<file path="src/rtl/motor_pkg.sv">
// Shared types and widths for the dual H-bridge motor driver.
package motor_pkg;

    localparam int DUTY_W = 7;

    typedef enum logic [1:0] {FWD, REV, COAST} dir_t;

    typedef enum logic [1:0] {IDLE, DRIVE, DEAD} state_t;

    function automatic dir_t sign_to_dir(input logic sign);
        return sign ? FWD : REV;
    endfunction

    function automatic logic [DUTY_W-1:0] clamp_duty(input logic [DUTY_W-1:0] period,
                                                     input logic [DUTY_W-1:0] limit);
        return (period > limit) ? limit : period;
    endfunction

endpackage

</file>
<file path="src/rtl/pwm_channel.sv">
// One H-bridge channel: frame-latched command, reversal dead time, registered drive lines.
module pwm_channel
    import motor_pkg::*;
#(
    parameter int FRAME       = 100,
    parameter int DEAD_CYCLES = 4
) (
    input  logic              clk,
    input  logic              reset,
    input  logic [DUTY_W-1:0] cnt,
    input  logic              frame_start,
    input  logic              sign,
    input  logic [DUTY_W-1:0] period,
    output logic              enable,
    output logic              dir_a,
    output logic              dir_b
);

    localparam logic [DUTY_W-1:0] FRAME_D = DUTY_W'(FRAME);
    localparam logic [DUTY_W-1:0] DEAD_D  = DUTY_W'(DEAD_CYCLES);

    state_t            state;
    dir_t              applied;
    dir_t              pending;
    logic [DUTY_W-1:0] duty_q;
    logic [DUTY_W-1:0] duty_new;
    dir_t              dir_new;

    assign duty_new = clamp_duty(period, FRAME_D);
    assign dir_new  = sign_to_dir(sign);

    // cnt is the value being loaded on this edge, so outputs line up with it.
    always_ff @(posedge clk) begin
        if (!reset) begin
            state   <= IDLE;
            applied <= COAST;
            pending <= COAST;
            duty_q  <= '0;
            enable  <= 1'b0;
            dir_a   <= 1'b0;
            dir_b   <= 1'b0;
        end else if (frame_start) begin
            duty_q  <= duty_new;
            pending <= dir_new;
            if (state == IDLE || dir_new == applied) begin
                state   <= DRIVE;
                applied <= dir_new;
                enable  <= (cnt < duty_new);
                dir_a   <= (dir_new == FWD);
                dir_b   <= (dir_new == REV);
            end else begin
                state   <= DEAD;
                applied <= COAST;
                enable  <= 1'b0;
                dir_a   <= 1'b0;
                dir_b   <= 1'b0;
            end
        end else if (state == DEAD && cnt == DEAD_D) begin
            // Dead time over: the reversed direction takes over mid-frame.
            state   <= DRIVE;
            applied <= pending;
            enable  <= (cnt < duty_q);
            dir_a   <= (pending == FWD);
            dir_b   <= (pending == REV);
        end else if (state == DRIVE) begin
            enable <= (cnt < duty_q);
        end
    end

endmodule

</file>
<file path="src/rtl/motor_controller.sv">
// Dual-channel L293-style driver: shared PWM frame counter feeding two independent channels.
module motor_controller
    import motor_pkg::*;
#(
    parameter int FRAME       = 100,
    parameter int DEAD_CYCLES = 4
) (
    input  logic              clk,
    input  logic              reset,
    input  logic              motor1_sign,
    input  logic [DUTY_W-1:0] motor1_period,
    input  logic              motor2_sign,
    input  logic [DUTY_W-1:0] motor2_period,
    output logic              enable12,
    output logic              enable34,
    output logic              a1,
    output logic              a2,
    output logic              a3,
    output logic              a4
);

    localparam logic [DUTY_W-1:0] LAST = DUTY_W'(FRAME - 1);

    logic [DUTY_W-1:0] cnt;
    logic [DUTY_W-1:0] cnt_next;
    logic              first;
    logic              frame_start;

    // The first edge out of reset is itself a frame boundary.
    always_comb begin
        frame_start = first || (cnt == LAST);
        cnt_next    = frame_start ? '0 : cnt + DUTY_W'(1);
    end

    always_ff @(posedge clk) begin
        if (!reset) begin
            cnt   <= '0;
            first <= 1'b1;
        end else begin
            cnt   <= cnt_next;
            first <= 1'b0;
        end
    end

    pwm_channel #(.FRAME(FRAME), .DEAD_CYCLES(DEAD_CYCLES)) u_ch1 (
        .clk        (clk),
        .reset      (reset),
        .cnt        (cnt_next),
        .frame_start(frame_start),
        .sign       (motor1_sign),
        .period     (motor1_period),
        .enable     (enable12),
        .dir_a      (a1),
        .dir_b      (a2)
    );

    pwm_channel #(.FRAME(FRAME), .DEAD_CYCLES(DEAD_CYCLES)) u_ch2 (
        .clk        (clk),
        .reset      (reset),
        .cnt        (cnt_next),
        .frame_start(frame_start),
        .sign       (motor2_sign),
        .period     (motor2_period),
        .enable     (enable34),
        .dir_a      (a3),
        .dir_b      (a4)
    );

endmodule

</file>
<file path="config.mk">
export PLATFORM = sky130hd
export DESIGN_NAME = motor_controller
export DESIGN_NICKNAME = d
export VERILOG_FILES = /design/src/rtl/motor_pkg.sv /design/src/rtl/pwm_channel.sv /design/src/rtl/motor_controller.sv
export SDC_FILE = /design/constraint.sdc
export NUM_CORES = 1
export LEC_CHECK = 0
export ABC_CLOCK_PERIOD_IN_PS = 2820
export BUFFER_PORTS_ARGS = -buffer_cell sky130_fd_sc_hd__clkbuf_2
export CORE_MARGIN = 2
export CORE_UTILIZATION = 53
export DETAILED_ROUTE_END_ITERATION = 10
export PLACE_DENSITY = 0.8
export SLEW_MARGIN = 20
export SYNTH_ARGS = -nofsm -noshare
export SYNTH_HDL_FRONTEND = slang
export SYNTH_SLANG_ARGS = --single-unit
</file>
<file path="constraint.sdc">
create_clock -name clk -period 2.82 [get_ports clk]
set_input_delay 0.564 -clock clk [delete_from_list [all_inputs] [get_ports clk]]
set_output_delay 0.564 -clock clk [all_outputs]
set_load 0.02 [all_outputs]
</file>
==> metrics.txt <==
# TYPE chip_impl_metric gauge
chip_impl_info{name="cp_cell_sequence",value="ha_1 > nand2_1 > nor2_1 > xnor2_1 > nor2_1 > ha_1 > a21oi_1 > o21ai_0 > or3_1 > a311oi_1"} 1
chip_impl_metric{name="design_area",unit="um2"} 2710
chip_impl_metric{name="detail_route.wl_per_cell",unit="um"} 14.4
chip_impl_metric{name="internal_power",unit="mW"} 0.845
chip_impl_metric{name="count_of_warnings_emitted_by_yosys",unit=""} 0
chip_impl_info{name="reg_to_reg_critical_path_endpoint",value="u_ch1.enable"} 1
chip_impl_metric{name="place_congestion",unit=""} 0.881
chip_impl_metric{name="cts.path.max_buffers",unit=""} 2
chip_impl_metric{name="synth-edff-count",unit=""} 0
chip_impl_metric{name="grt_max_degree",unit=""} 32
chip_impl_metric{name="power_frac_clock",unit="%"} 31.5
chip_impl_metric{name="synthesis.area_per_instance",unit="um2"} 8.16
chip_impl_info{name="worst_hold_path_type",value="reg -> reg"} 1
chip_impl_metric{name="antenna_violations_before_repair",unit=""} 0
chip_impl_metric{name="rrSetupSlack",unit="ps"} 120
chip_impl_metric{name="holdBufCountCts",unit=""} 0
chip_impl_metric{name="final.setup_skew",unit="ps"} 4.13
chip_impl_metric{name="clkTransAtPathRegs",unit="ps"} 80
chip_impl_metric{name="synth_async_sr_flop_share",unit="%"} 0
chip_impl_metric{name="htreeDepth",unit=""} 2
chip_impl_metric{name="power_switching_share",unit="%"} 29.0
chip_impl_metric{name="p_leak",unit="nW"} 1.15
chip_impl_metric{name="die_x",unit="um"} 71.9
chip_impl_metric{name="seqPwrFrac",unit="%"} 50.7
chip_impl_info{name="critical-path-slowest-cell",value="dfxtp_1"} 1
chip_impl_info{name="outcome",value="finished, final reports clean"} 1
chip_impl_info{name="synth.top_cells.by_area",value="dfxtp_1 (32%), ha_1 (13%), nand2_1 (7.8%)"} 1
chip_impl_metric{name="final_period_minus_worst_setup_slack",unit="ps"} 2700
chip_impl_metric{name="placement.cell_area",unit="um2"} 2620
chip_impl_info{name="cp-end-kind",value="register"} 1
chip_impl_metric{name="drt_first_iter_violations",unit=""} 186
chip_impl_metric{name="dr_drc_count",unit=""} 0
chip_impl_metric{name="post_synth_instance_area",unit="um2"} 2440
chip_impl_metric{name="layout.nets",unit=""} 369
chip_impl_metric{name="max_freq",unit="GHz"} 0.370
chip_impl_info{name="launch_point_of_the_worst_path",value="cnt[1]"} 1
chip_impl_info{name="tritoncts",value="built"} 1
chip_impl_metric{name="synth_top_cell_area_share",unit="%"} 32.0
chip_impl_metric{name="tns",unit="ps"} 0
chip_impl_metric{name="worst-r2r-cell-count",unit=""} 10
chip_impl_metric{name="synth_seq_cells",unit=""} 39
chip_impl_metric{name="fp-row-count",unit=""} 24
chip_impl_metric{name="ys_seq_area_share",unit="%"} 32.0
chip_impl_metric{name="growth_of_design_area_from_synthesis_to_finish",unit="%"} 10.9
chip_impl_metric{name="routed_via_density",unit=""} 5.87
chip_impl_metric{name="critical_path_arrival",unit="ps"} 2920
chip_impl_metric{name="clock-sinks",unit=""} 39
chip_impl_metric{name="netlist-cell-type-count",unit=""} 48
chip_impl_metric{name="drive_gt1_share",unit="%"} 15.6
chip_impl_metric{name="peakVddDrop",unit="mV"} 0.299
chip_impl_metric{name="cts-buffers-inserted",unit=""} 5
chip_impl_metric{name="timing.slew.headroom",unit="%"} 71.1
chip_impl_info{name="worstSetupEndpoint",value="u_ch1.enable"} 1
chip_impl_metric{name="insertedDiodeCount",unit=""} 0
chip_impl_metric{name="global_route.overflow_total",unit=""} 0
chip_impl_metric{name="global_route_wire_length_before_repair",unit="um"} 9320
chip_impl_metric{name="max-cap-violations",unit=""} 0
chip_impl_metric{name="antenna_violating_nets_post_route",unit=""} 0
chip_impl_info{name="ys.flop_type",value="dfxtp_1"} 1
chip_impl_metric{name="post-route-util",unit="%"} 61.7
chip_impl_metric{name="post_syn_nets",unit=""} 342
chip_impl_info{name="critPathLaunchType",value="register"} 1
chip_impl_metric{name="final_hold_viol_count",unit=""} 0
chip_impl_metric{name="slew_viol_final",unit=""} 0
chip_impl_metric{name="setup-violations-final",unit=""} 0
chip_impl_info{name="ys_top_cells_by_count",value="nand2_1 (51), dfxtp_1 (39), ha_1 (25)"} 1
chip_impl_metric{name="first_global_vias",unit=""} 2099
chip_impl_metric{name="final_min_period_over_clock_period",unit="%"} 95.9
chip_impl_metric{name="power_spent_charging_and_discharging_nets",unit="mW"} 0.344
chip_impl_metric{name="slowest_delay",unit="ps"} 400
chip_impl_metric{name="initial_core_util",unit="%"} 55.7
chip_impl_metric{name="insertion_delay",unit="ps"} 300
chip_impl_metric{name="grtUsageTotal",unit="%"} 23.0
chip_impl_metric{name="die_area",unit="um2"} 5160
chip_impl_metric{name="die_height",unit="um"} 71.9
chip_impl_metric{name="io_pins",unit=""} 24
chip_impl_info{name="timing.rr.start",value="cnt[1]"} 1
chip_impl_metric{name="detailroute.via_count",unit=""} 2223
chip_impl_metric{name="detail_route.wirelength",unit="um"} 5460
chip_impl_metric{name="cp_data_required_time",unit="ps"} 3030
chip_impl_metric{name="core",unit="um2"} 4380
chip_impl_metric{name="dp.final_hpwl",unit="um"} 4110
chip_impl_metric{name="power_density",unit="nW/um2"} 440
chip_impl_metric{name="pwr-share-comb",unit="%"} 17.8
chip_impl_metric{name="crit_fanout",unit=""} 6
chip_impl_metric{name="slew_worst_pin",unit="ps"} 428
chip_impl_metric{name="post_synthesis_cell_count",unit=""} 299
chip_impl_metric{name="port_buffers",unit=""} 23
chip_impl_metric{name="drt_pre_antenna_iters",unit=""} 4
chip_impl_info{name="critical_path_class",value="reg -> reg"} 1
chip_impl_info{name="synth.largest_area_cell",value="dfxtp_1"} 1
chip_impl_info{name="post-synth-top-count-cell",value="nand2_1"} 1
chip_impl_info{name="cts_root_buf",value="clkbuf_8"} 1
worst max-delay path, delay by kind of cell (launching register included):
| family | cells | cell delay (ps) |
|---|---|---|
| xor gates and xnor gates | 1 | 120 |
| and+or+nand+nor | 4 | 1060 |
| DFF | 1 | 400 |
| adders and majority gates | 2 | 570 |
| AOI/OAI and AO/OA | 3 | 470 |
cell families (layout without fill, tap and decap cells):
family | count (synthesis) | count (layout) | share of synthesized area, %
compound gates | 74 | 74 | 21.4
xor+xnor | 8 | 8 | 2.87
fa+ha+maj | 25 | 25 | 12.8
buf+inv | 35 | 63 | 6.72
flops | 39 | 39 | 32.0
mux | 6 | 6 | 2.46
simple gates | 112 | 112 | 21.7
metrics by stage:
stage	worst slack [ps]	power [mW]	hold WS [ps]	std cells
floorplan	1.54	0.760	432	299
global placement	315	0.822	439	371
detailed placement	255	0.826	444	371
CTS	234	1.20	455	379
global route	-32.2	1.25	467	379
finish	116	1.19	453	379
layout make-up:
class | instances | area, um2
clock buffers | 7 | 76.3
clock inverters | 1 | 5.00
repair buffers | 33 | 190
inverters | 22 | 82.6
fillers | 401 | 1680
well taps | 52 | 65.1
flip-flops and latches | 39 | 781
multi-input cells | 225 | 1510
power groups by stage:
stage / registers (mW) / logic, mW / clock network [mW]
after floorplan: 0.619 / 0.141 / 0
after global placement: 0.615 / 0.207 / 0
after detailed placement: 0.616 / 0.210 / 0
after CTS: 0.603 / 0.211 / 0.382
after global routing: 0.607 / 0.241 / 0.404
final: 0.603 / 0.212 / 0.374
layout by cell type (no fill, tap or decap), drive strengths merged, types with 3 or more instances in the layout:
cell type   n
nand2      51
dfxtp      39
clkbuf     30
ha         25
nor2       23
inv        22
a21oi      21
o21ai      16
nand3      11
a211oi     10
buf        10
xnor2       6
mux2i       6
nor3b       4
nand4       4
o211ai      4
nor3        4
a21o        3
and2        3
worst min path at each step:
stage | start | endpoint | slack [ps] | cells past startpoint
3_3_place_gp | u_ch2.duty_q[5] | u_ch2.duty_q[5] | 440 | 2
4_1_cts | u_ch2.duty_q[5] | u_ch2.duty_q[5] | 450 | 2
5_1_grt | u_ch2.duty_q[5] | u_ch2.duty_q[5] | 470 | 2
3_5_place_dp | u_ch2.duty_q[5] | u_ch2.duty_q[5] | 440 | 2
2_1_floorplan | u_ch1.duty_q[5] | u_ch1.duty_q[5] | 430 | 2
6_report | u_ch1.duty_q[1] | u_ch1.duty_q[1] | 450 | 2
routing by layer:
metal / track usage [%] / routed length, um
met1: 28.6 / 2440
met5: 0 / 0
met3: 4.92 / 271
met4: 7.97 / 132
met2: 39.2 / 2610
state kept, by name (all words and copies together), names as in the netlist:
name,count
cnt,7
first,1
u_ch1.applied,2
u_ch1.dir_a,1
u_ch1.dir_b,1
u_ch1.duty_q,7
u_ch1.enable,1
u_ch1.pending,1
u_ch1.state,2
u_ch2.applied,2
u_ch2.dir_a,1
u_ch2.dir_b,1
u_ch2.duty_q,7
u_ch2.enable,1
u_ch2.pending,2
u_ch2.state,2
repair_timing:
action,4_1_cts,5_1_grt
buffers inserted,0,0
gates resized for setup,0,1
endpoints found under the hold margin,0,0
setup endpoints to repair,0,1
No activity file was read; power rests on OpenSTA's default activity.
